### src/rtl/mycpu_pkg.sv
// Shared CPU types: FU function selects and arbiter states.
// FU_ARB_MUL2_EN adds the EXEC2 state for two-cycle FMUL.
package mycpu_pkg;

  typedef enum logic [2:0] {
    FADD  = 3'd0,
    FSUB  = 3'd1,
    FAND  = 3'd2,
    FOR   = 3'd3,
    FXOR  = 3'd4,
    FNOT  = 3'd5,
    FMUL  = 3'd6,
    FPASS = 3'd7
  } fs_t;

  typedef enum logic [1:0] {
    S_IDLE  = 2'd0,
    S_EXEC  = 2'd1,
`ifdef FU_ARB_MUL2_EN
    S_EXEC2 = 2'd2,
`endif
    S_RESP  = 2'd3
  } arb_state_t;

  localparam logic [15:0] SAT_MAX = 16'h7fff;
  localparam logic [15:0] SAT_MIN = 16'h8000;

  function automatic logic [1:0] nz_of(
    input logic [15:0] f
  );
    return {f[15], (f == 16'h0000)};
  endfunction

endpackage

### src/rtl/fu.sv
// Shared 16-bit functional unit, purely combinational.
// FMUL is a signed multiply saturated to 16 bits.
module fu
  import mycpu_pkg::*;
(
  input  logic [15:0] a,
  input  logic [15:0] b,
  input  fs_t         fs,
  output logic [15:0] f_out,
  output logic [1:0]  nz_out
);

  logic signed [31:0] prod;
  logic [15:0]        mul_sat;

  assign prod = $signed(a) * $signed(b);

  // saturate the product into the 16-bit signed range
  always_comb begin
    mul_sat = prod[15:0];
    if (prod > 32'sd32767)
      mul_sat = SAT_MAX;
    else if (prod < -32'sd32768)
      mul_sat = SAT_MIN;
  end

  // function select decode
  always_comb begin
    f_out = 16'h0000;
    unique case (1'b1)
      (fs == FADD):  f_out = a + b;
      (fs == FSUB):  f_out = a - b;
      (fs == FAND):  f_out = a & b;
      (fs == FOR):   f_out = a | b;
      (fs == FXOR):  f_out = a ^ b;
      (fs == FNOT):  f_out = ~a;
      (fs == FMUL):  f_out = mul_sat;
      (fs == FPASS): f_out = b;
      default:       f_out = 16'h0000;
    endcase
  end

  assign nz_out = nz_of(f_out);

endmodule

### src/rtl/fu_arb.sv
// Two-requester round-robin arbiter in front of one shared FU.
// FU_ARB_MUL2_EN: FMUL takes an extra EXEC2 cycle.
module fu_arb
  import mycpu_pkg::*;
(
  input  logic        clk,
  input  logic        rst_n,
  input  logic        req0_valid,
  output logic        req0_ready,
  input  logic [15:0] req0_a,
  input  logic [15:0] req0_b,
  input  fs_t         req0_fs,
  input  logic        req1_valid,
  output logic        req1_ready,
  input  logic [15:0] req1_a,
  input  logic [15:0] req1_b,
  input  fs_t         req1_fs,
  output logic        rsp_valid,
  input  logic        rsp_ready,
  output logic        rsp_id,
  output logic [15:0] rsp_f,
  output logic [1:0]  rsp_nz,
  output logic        busy
);

  arb_state_t  state_q, state_d;
  logic        last_q;
  logic [15:0] op_a_q, op_b_q;
  fs_t         op_fs_q;
  logic        op_id_q;
  logic        gnt_id;
  logic        idle;
  logic        accept;
  logic        cap;
  logic [15:0] f_out;
  logic [1:0]  nz_out;

  assign idle = (state_q == S_IDLE);

  // pick the winner; a tie goes to the one not granted last
  always_comb begin
    gnt_id = req1_valid;
    if (req0_valid && req1_valid)
      gnt_id = ~last_q;
  end

  assign req0_ready = idle & req0_valid & ~gnt_id;
  assign req1_ready = idle & req1_valid & gnt_id;
  assign accept     = req0_ready | req1_ready;
  assign busy       = ~idle;
  assign rsp_valid  = (state_q == S_RESP);

  // next-state logic
  always_comb begin
    state_d = state_q;
    unique case (state_q)
      S_IDLE: if (accept) state_d = S_EXEC;
`ifdef FU_ARB_MUL2_EN
      S_EXEC: begin
        if (op_fs_q == FMUL)
          state_d = S_EXEC2;
        else
          state_d = S_RESP;
      end
      S_EXEC2: state_d = S_RESP;
`else
      S_EXEC: state_d = S_RESP;
`endif
      S_RESP: if (rsp_ready) state_d = S_IDLE;
      default: state_d = S_IDLE;
    endcase
  end

  assign cap = (state_d == S_RESP) &&
               (state_q != S_RESP);

  // state register
  always_ff @(posedge clk or negedge rst_n) begin
    if (!rst_n)
      state_q <= S_IDLE;
    else
      state_q <= state_d;
  end

  // latch the winning op and move the round-robin pointer
  always_ff @(posedge clk or negedge rst_n) begin
    if (!rst_n) begin
      op_a_q  <= 16'h0000;
      op_b_q  <= 16'h0000;
      op_fs_q <= FADD;
      op_id_q <= 1'b0;
      last_q  <= 1'b1;
    end else if (accept) begin
      op_a_q  <= gnt_id ? req1_a  : req0_a;
      op_b_q  <= gnt_id ? req1_b  : req0_b;
      op_fs_q <= gnt_id ? req1_fs : req0_fs;
      op_id_q <= gnt_id;
      last_q  <= gnt_id;
    end
  end

  // capture the FU result as we enter RESP
  always_ff @(posedge clk or negedge rst_n) begin
    if (!rst_n) begin
      rsp_f  <= 16'h0000;
      rsp_nz <= 2'b00;
      rsp_id <= 1'b0;
    end else if (cap) begin
      rsp_f  <= f_out;
      rsp_nz <= nz_out;
      rsp_id <= op_id_q;
    end
  end

  fu u_fu (
    .a      (op_a_q),
    .b      (op_b_q),
    .fs     (op_fs_q),
    .f_out  (f_out),
    .nz_out (nz_out)
  );

endmodule

### config.mk
export PLATFORM = sky130hd
export DESIGN_NAME = fu_arb
export DESIGN_NICKNAME = d
export VERILOG_FILES = /design/src/rtl/mycpu_pkg.sv /design/src/rtl/fu.sv /design/src/rtl/fu_arb.sv
export SDC_FILE = /design/constraint.sdc
export NUM_CORES = 1
export LEC_CHECK = 0
export BUFFER_PORTS_ARGS = -buffer_cell sky130_fd_sc_hd__buf_4
export CORE_ASPECT_RATIO = 0.5
export CORE_UTILIZATION = 55
export CTS_CLUSTER_DIAMETER = 50
export CTS_CLUSTER_SIZE = 40
export DETAILED_ROUTE_END_ITERATION = 12
export PLACE_DENSITY_LB_ADDON = 0.08
export SYNTH_ARGS = -nofsm -noshare
export SYNTH_HDL_FRONTEND = slang
export SYNTH_SLANG_ARGS = --single-unit
### constraint.sdc
create_clock -name clk -period 8.1 [get_ports clk]
set_input_delay 0 -clock clk [delete_from_list [all_inputs] [get_ports clk]]
set_output_delay 0 -clock clk [all_outputs]
set_load 0.005 [all_outputs]
==> impl_metrics.ini <==
[timing]
skew_ns = 0.0123
worst_pin_slew_ns = 1.07
setup_viol = 0
fin_hold_ws_ns = -0.0118
hold_violations = 1
slew_headroom = 0.287
period_needed_ns = 7.86
rsz0062_at_grt = no
report.final.slew_viol_count = 0
fmax_mhz = 127
period_share = 0.970

[setup_path]
worst_setup_path_end_kind = flop
cp.required_ns = 8.34
cp.arrival_ns = 8.10
cp-start-kind = flop
slowest_stage = fa_1
crit_fanout = 13
max_stage_delay_ns = 0.52
reg2reg_from = op_a_q[6]
path_class = reg2reg
reg2reg_depth = 26
crit_top_cell = fa_1
crit_buf_inv = 7
worstReg2RegEnd = rsp_nz[0]
reg2reg_slack_ns = 0.24
crit_family = adder cells

[die]
die_w_um = 235
dieHeight_um = 119
dieArea_um2 = 27900
ioPinCount = 98
rows = 42
core_um2 = 26600
start_util = 0.563

[placement]
place_hpwl_um = 41700
place_inst = 2227
place_area_um2 = 16500
io_buffers = 97
globalplace.congestion = 1.00

[layout]
synthToLayoutAreaGrowth_pct = 15.0
final_common_cell = inv_1
fin_area_um2 = 17200
final_cell_mix = inv_1, fa_1, nor2_1
nets = 2395
stdcell_count = 2284
final_util = 0.648
post_route_cells_drive_above_1_share = 0.129

[cts]
cts-root-buf = clkbuf_16
path_clk_slew_ns = 0.06
clock-sinks = 57
htree_levels = 3
numCtsBuffers = 9
clk_latency_ns = 0.34
cts_tree = yes
cts_max_path_buffers = 2

[grt]
grt_pass1_wl_um = 79200
grt.overflow.total = 0
grt_usage = 0.377
grt_pass1_vias = 13700
antenna_found_initial = 1
grt_max_degree = 72

[synth]
yosys_warnings = 0
synth_edf_count = 0
synth.distinct_cells = 75
synth.avg_cell_area_um2 = 8.40
synth_top_area_frac = 0.352
syn-num-nets = 2251
syn_inst = 1782
synth_top_flop_cell = dfrtp_1
yosysTopAreaCell = fa_1
ys_ff_latch = 57
yosysSeqAreaShare = 0.0954
async_flop_share = 1.00
synth_area_leaders = fa_1, ha_1, dfrtp_1
syn_area_um2 = 15000

[route]
route.detailed.wl_per_inst_um = 22.3
dr.pass1.iters = 6
drt_iter0_markers = 1176
vias = 13400
vias_per_cell = 5.86
drt.antenna.violating_nets = 0
drc = 0
wl_um = 50900

[worst_hold_path]
hold_path_class = in2reg
min_to = op_b_q[12]
hold_depth = 3
hp-start = req0_b[12]

[job]
maxCapViolCount = 0

[run_status]
violations = negative hold slack
status = finished with violations
sequential cells by signal, indices dropped and copies added, names as in the netlist:
register and cells:
op_a_q 16, op_b_q 16, rsp_f 16, op_fs_q 3, state_q 2, last_q 1, op_id_q 1, rsp_id 1
rsp_nz 1
final cells by class:
| cell class | count | area, µm² |
|---|---|---|
| clock buffer | 11 | 243 |
| multi-input combinational | 1297 | 12000 |
| tap | 352 | 440 |
| fill | 2242 | 9370 |
| clock inverter | 5 | 78.8 |
| sequential | 57 | 1430 |
| antenna | 1 | 2.50 |
| inverter | 339 | 1290 |
| timing repair buffer | 222 | 1750 |
synthesized netlist by cell type, types with 4 or more instances:
cell type	count
a21o_1	17
o22ai_1	7
nand2_1	187
clkinv_1	10
a211oi_1	15
a21oi_1	98
nand3_1	15
xnor2_1	41
buf_2	5
o21a_1	5
a22o_1	6
o21ai_0	49
inv_1	328
o211ai_1	6
dfrtp_1	56
and2_1	8
a211o_1	5
mux2i_1	43
and3_1	7
nor2_1	213
a221o_1	6
nor2b_1	12
a221oi_1	4
nor3_1	19
nand4_1	6
nor4_1	6
a2111oi_0	4
or2_2	5
nand2b_1	11
buf_1	13
fa_1	263
a31oi_1	21
o21ai_1	15
xor2_1	11
ha_1	131
clkbuf_1	70
metrics by stage:
stage / setup TNS, ns / setup slack, ns
finish: 0 / 0.244
global route: 0 / 0.00384
CTS: 0 / 0.0685
detailed placement: -0.281 / -0.218
global placement: -0.122 / -0.122
floorplan: 0 / 0.716
worst register-to-register path, stage by stage, from the launching register on:
cell	delay [ns]
dfrtp_2	0.51
buf_4	0.22
ha_1	0.29
fa_1	0.51
inv_1	0.05
fa_1	0.47
inv_1	0.06
fa_1	0.49
fa_1	0.49
fa_1	0.52
inv_1	0.05
fa_1	0.47
inv_1	0.04
ha_1	0.42
a211oi_1	0.29
nor2_1	0.09
or3_1	0.45
o31ai_2	0.41
buf_4	0.20
or4b_1	0.11
o2111ai_1	0.14
and3_1	0.22
and4_1	0.20
buf_4	0.18
o21ba_2	0.30
a2111o_1	0.40
o31ai_2	0.21
how the worst max path moves through the flow:
stage	from	to	slack (ns)	cells past startpoint
2_1_floorplan	op_a_q[15]	rsp_nz[0]	0.72	27
3_3_place_gp	op_b_q[5]	rsp_f[6]	-0.12	25
3_5_place_dp	op_b_q[5]	rsp_f[6]	-0.22	25
4_1_cts	op_a_q[6]	rsp_f[6]	0.07	25
5_1_grt	op_a_q[6]	rsp_nz[0]	0.004	27
6_report	op_a_q[6]	rsp_nz[0]	0.24	26
kinds of logic (layout without fill, tap and decap cells):
kind of cell,Yosys count,in the layout,share of synthesized area
adder cells (fa/ha/maj),394,394,0.461
multiplexers,45,45,0.0303
flip-flops,57,57,0.0954
other,0,1,0
buffers and inverters,428,577,0.108
AND/OR/NAND/NOR,509,509,0.145
AO/OA/AOI/OAI,297,297,0.130
XOR/XNOR,52,52,0.0304
layer usage:
| layer | vias up | global-route usage | share of wire |
|---|---|---|---|
| li1 | 5934 | - | - |
| met1 | 6609 | 0.539 | 0.42 |
| met2 | 748 | 0.563 | 0.43 |
| met3 | 91 | 0.118 | 0.13 |
| met4 | 0 | 0.0788 | 0.020 |
| met5 | - | 0 | 0 |
what timing repair did:
action	CTS	global route
endpoints found under the setup margin	3	16
endpoints found under the hold margin	71	0
hold buffers	29	0
pin swaps	0	0
setup buffers	4	7
resized for setup	4	16
Power is not shown: default switching activity piles up to over one toggle a cycle in this logic, so the estimate is an artifact.
